[src/rtl/ip_reg_stack.sv]
// Purpose: program-counter style register with increment, load and a LIFO return stack for call/ret.
// Latency: one cycle; every command updates Dout/depth/flags on the rising edge where it is sampled.
// Backpressure: none; call while full and ret while empty are absorbed and flagged in sticky errors.
module ip_reg_stack #(
    parameter int                 WIDTH     = 32,
    parameter int                 STEP      = 1,
    parameter int                 DEPTH     = 8,
    parameter logic [WIDTH-1:0]   RESET_VAL = '0
) (
    input  logic                       clk,
    input  logic                       reset,
    input  logic                       ld,
    input  logic                       inc,
    input  logic                       call,
    input  logic                       ret,
    input  logic                       clr_err,
    input  logic [WIDTH-1:0]           Din,
    output logic [WIDTH-1:0]           Dout,
    output logic [$clog2(DEPTH):0]     depth,
    output logic                       full,
    output logic                       empty,
    output logic                       wrap,
    output logic                       ovf_err,
    output logic                       unf_err
);

    localparam int AW = $clog2(DEPTH);
    localparam int DW = AW + 1;

    localparam logic [WIDTH:0]  STEP_X  = (WIDTH+1)'(STEP);
    localparam logic [DW-1:0]   ONE     = DW'(1);
    localparam logic [DW-1:0]   DEPTH_V = DW'(DEPTH);

    logic [WIDTH-1:0] dout_q,  dout_d;
    logic [DW-1:0]    depth_q, depth_d;
    logic             wrap_q,  wrap_d;
    logic             ovf_q,   ovf_d;
    logic             unf_q,   unf_d;

    // Stack storage is never reset; depth_q alone decides which entries are live.
    logic [WIDTH-1:0] stack_q [DEPTH];

    logic             push_en;
    logic [AW-1:0]    push_idx;
    logic [AW-1:0]    pop_idx;
    logic [DW-1:0]    depth_m1;
    logic [WIDTH:0]   sum;
    logic             full_w;
    logic             empty_w;

    // Status comes purely from the registered depth, so full/empty have no input-to-output path.
    always_comb begin
        full_w   = (depth_q == DEPTH_V);
        empty_w  = (depth_q == '0);
        depth_m1 = depth_q - ONE;
        push_idx = depth_q[AW-1:0];
        pop_idx  = depth_m1[AW-1:0];
        sum      = {1'b0, dout_q} + STEP_X;
    end

    // Command decode: call > ret > ld > inc > hold; error events override a same-cycle clr_err.
    always_comb begin
        dout_d  = dout_q;
        depth_d = depth_q;
        wrap_d  = 1'b0;
        ovf_d   = ovf_q;
        unf_d   = unf_q;
        push_en = 1'b0;

        if (clr_err) begin
            ovf_d = 1'b0;
            unf_d = 1'b0;
        end

        if (call) begin
            dout_d = Din;
            if (!full_w) begin
                push_en = 1'b1;
                depth_d = depth_q + ONE;
            end else begin
                ovf_d = 1'b1;
            end
        end else if (ret) begin
            if (!empty_w) begin
                dout_d  = stack_q[pop_idx];
                depth_d = depth_m1;
            end else begin
                unf_d = 1'b1;
            end
        end else if (ld) begin
            dout_d = Din;
        end else if (inc) begin
            dout_d = sum[WIDTH-1:0];
            wrap_d = sum[WIDTH];
        end
    end

    // Architectural state with asynchronous active-low reset.
    always_ff @(posedge clk or negedge reset) begin
        if (!reset) begin
            dout_q  <= RESET_VAL;
            depth_q <= '0;
            wrap_q  <= 1'b0;
            ovf_q   <= 1'b0;
            unf_q   <= 1'b0;
        end else begin
            dout_q  <= dout_d;
            depth_q <= depth_d;
            wrap_q  <= wrap_d;
            ovf_q   <= ovf_d;
            unf_q   <= unf_d;
        end
    end

    // Return-address write: the pushed value is the address following the current one.
    always_ff @(posedge clk) begin
        if (push_en) begin
            stack_q[push_idx] <= sum[WIDTH-1:0];
        end
    end

    assign Dout    = dout_q;
    assign depth   = depth_q;
    assign full    = full_w;
    assign empty   = empty_w;
    assign wrap    = wrap_q;
    assign ovf_err = ovf_q;
    assign unf_err = unf_q;

endmodule
[config.mk]
export PLATFORM = sky130hd
export DESIGN_NAME = ip_reg_stack
export DESIGN_NICKNAME = d
export VERILOG_FILES = /design/src/rtl/ip_reg_stack.sv
export SDC_FILE = /design/constraint.sdc
export NUM_CORES = 1
export LEC_CHECK = 0
export ABC_AREA = 1
export CORE_ASPECT_RATIO = 2
export CORE_MARGIN = 1.5
export CORE_UTILIZATION = 30
export DETAILED_ROUTE_END_ITERATION = 6
export GPL_TIMING_DRIVEN = 0
export PLACE_DENSITY_LB_ADDON = 0.08
export SYNTH_ARGS = -nofsm -noshare
export SYNTH_HDL_FRONTEND = slang
export SYNTH_SLANG_ARGS = --single-unit
[constraint.sdc]
create_clock -name clk -period 4.85 [get_ports clk]
set_input_delay 1.455 -clock clk [delete_from_list [all_inputs] [get_ports clk]]
set_output_delay 1.455 -clock clk [all_outputs]
set_load 0.05 [all_outputs]
==> impl_results.md <==
- Ant. Diodes: 0
- Slew Viols, Final: 0
- Chip Width: 155.0 µm
- Skew final: 0.02935 ns
- Top-count cell post-synth: nand2_1
- Port bufs: 78
- Clock Power Share: 19.5%
- CP bufs+invs: 5
- Worst-margin pin slew: 0.9232 ns
- First-pass GRT wire length: 74130 µm
- Max Freq: 215.8 MHz
- Top_reg_cell synth: edfxtp_1
- Largest cells by area after synthesis: edfxtp_1 (55%), nand2_1 (12%), dfrtp_1 (7.0%)
- H-tree depth: 1
- Filler cells: 4696
- Grt ovf: 0
- Starting Density: 30.32%
- Leakage: 6.779 nW
- PD cells: 688.4 nW/µm²
- GR Layer Usage met2: 43.30%
- Antenna violations before repair: 0
- Clock sinks: 295
- Site row count: 111
- Area delta synth->final: 19.80%
- Cell variety after synth: 33
- NetSw: 5.233 mW
- Largest net degree at the start of global routing: 23
- Most Frequent Cell on Critical Path: buf_2
- Drc violations: 0
- Final setup viols: 0
- Die height: 306.9 µm
- RSZ-0062 raised after global routing: no
- Slew HR: 38.40%
- IO Pins: 80
- Vias: 10.67k
- Synth top area share: 55.49%
- Worst path cell trace: inv_2, buf_2, buf_2, ha_1, nand3_1, inv_1, clkdlybuf4s15_2
- Power share of the sequential group: 33.8%
- Startpoint types: register
- Total die area: 47560 µm²
- Clk slew on worst S/H paths: 0.07 ns
- First-pass iteration count of the detailed router: 5
- Worst Hold Slack: 0.4850 ns
- Root Buffer: clkbuf_16
- Top delay family on crit path: buffers and inverters
- GPL Wtd Cong: 0.8740
- Crit path largest cell delay: 0.53 ns
- Final Power: 11.43 mW
- Vias in the first global route: 10.96k
- Placed insts: 2166
- Initial DRC Count: 531
- Final Util: 36.33%
- Switching share of power: 45.80%
- Min Clock Period, post-route: 4.635 ns
- Final Hold Viols: 0
- CP max FO: 10
- Synth area leader: edfxtp_1
- Post-CTS Hold Buffers: 0
- CP Class: register to primary output
- Core area: 45690 µm²
- Ys async rst share: 13.22%
- Synth warn: 0
- Fin Setup TNS: 0 ns
- Final antenna-violating net count: 0
- CTS tree: yes
- Clock buffer count from CTS: 28
- Vias per cell: 4.814
- #FFs+latches synth: 295
- Peak supply drop: 0.3260 mV
- Required @ worst endpoint: 3.39 ns
- Mapped Nets: 1537
- Cell Area, Synth: 13850 µm²
- Crit path capture type: primary output
- Commonest cells in the netlist: nand2_1 (447), edfxtp_1 (256), inv_1 (172)
- Worst hold path class: register to register
- Max-Cap Viols: 0
- Worst-Skew Late Latency: 0.58 ns
- Syn Area/Cell: 9.267 µm²
- EDFF count, synth: 256
- Sequential-to-total area share from yosys stat: 62.53%
- Non-filler cells, final: 2217
- GRT Overall Usage: 21.80%
- CTS max path bufs: 3
- Setup bufs post-CTS: 0
- Ratio of cells with drive above 1 in the final layout: 8.232%
- Half-perimeter wire length after placement: 38420 µm
- Int Power: 6.193 mW
- GRT Max-Usage Layer: met2
- Mapped Cells: 1495
- Routed wire length: 50990 µm
- Data arrival, critical path: 3.18 ns
- Slowest CP cell: dfrtp_1
- M3 GR Usage: 2.198%
- Logic gate share of total power: 46.8%
- DR WL/cell: 23.00 µm
- Nets: 1673
- Met1 Resource Use GR: 22.97%
- Status: completed
- Ratio of final minimum period to clock period: 95.56%
repair_timing:
item | 4_1_cts | 5_1_grt
endpoints found under the setup margin | 2 | 0
endpoints found under the hold margin | 0 | 0
resized for setup | 4 | 0
power by group through the flow:
stage,Sequential [mW],Clock (mW),Combinational (mW)
6_report,3.86,2.22,5.34
5_1_grt,3.90,2.35,5.84
4_1_cts,3.86,2.27,5.45
3_5_place_dp,3.91,0,5.43
3_3_place_gp,3.96,0,5.28
2_1_floorplan,4.21,0,2.73
flip-flops by register name (all words and copies together), names as in the netlist:
| register | count |
|---|---|
| wrap | 1 |
| unf_err | 1 |
| ovf_err | 1 |
| Dout | 32 |
| depth | 4 |
| stack_q | 256 |
routing by layer:
| layer | routed length (µm) | part of all wire, % |
|---|---|---|
| met5 | 0 | 0 |
| met1 | 18330 | 36 |
| met3 | 1984 | 3.9 |
| met2 | 28710 | 56 |
| met4 | 1961 | 3.8 |
tightest hold or removal path: cells and delay by family (launching register included):
family	cells	cell delay [ns]
flops	1	0.34
simple gates	2	0.11
placed cells by master (no fill, tap or decap), types with 35 or more instances in the layout:
cell type | Yosys | routed
buf_2 | 34 | 35
clkbuf_1 | 25 | 35
clkdlybuf4s50_1 | 0 | 75
dfrtp_1 | 39 | 39
edfxtp_1 | 256 | 256
inv_1 | 172 | 172
nand2_1 | 447 | 447
nand3_1 | 152 | 152
nor2_1 | 164 | 161
o21ai_0 | 92 | 92
path summary, 6_finish.rpt:
kind / start / endpoint / slack, ns / cells past startpoint
worst min-delay path: unf_err / unf_err / 0.48 / 2
worst min register to register: unf_err / unf_err / 0.48 / 2
min in group asynchronous: reset / Dout[16] / 0.85 / 1
worst max-delay path: depth[0] / full / 0.22 / 7
worst max register to register: depth[0] / stack_q[7][24] / 1.10 / 10
max in group asynchronous: reset / ovf_err / 3.43 / 2
cells by family after synthesis:
family / synth area share [%]
AOI/OAI and AO/OA: 5.265
xor gates and xnor gates: 1.002
adders and majority gates: 0.2710
buffers and inverters: 7.297
DFF: 62.53
and+or+nand+nor: 23.63
cell type report:
| type | instances | area (µm²) | area share [%] |
|---|---|---|---|
| inverter | 179 | 671.9 | 4.048 |
| buffer | 68 | 339.1 | 2.043 |
| multi-input combinational | 953 | 4230 | 25.49 |
| clock buffer | 44 | 832.0 | 5.013 |
| clock inverter | 7 | 62.56 | 0.3769 |
| tap | 565 | 706.9 | 4.259 |
| sequential | 295 | 8663 | 52.19 |
| timing repair buffer | 106 | 1092 | 6.581 |
per-stage QoR:
| step | cell area, µm² | setup slack (ns) |
|---|---|---|
| 4_1_cts | 16600 | 0.1234 |
| 3_3_place_gp | 15340 | -5.463 |
| 2_1_floorplan | 13850 | -0.4782 |
| 5_1_grt | 16600 | 0.01713 |
| 6_report | 16600 | 0.2155 |
| 3_5_place_dp | 15700 | 0.3636 |
Power figures use the tool's default switching activity.
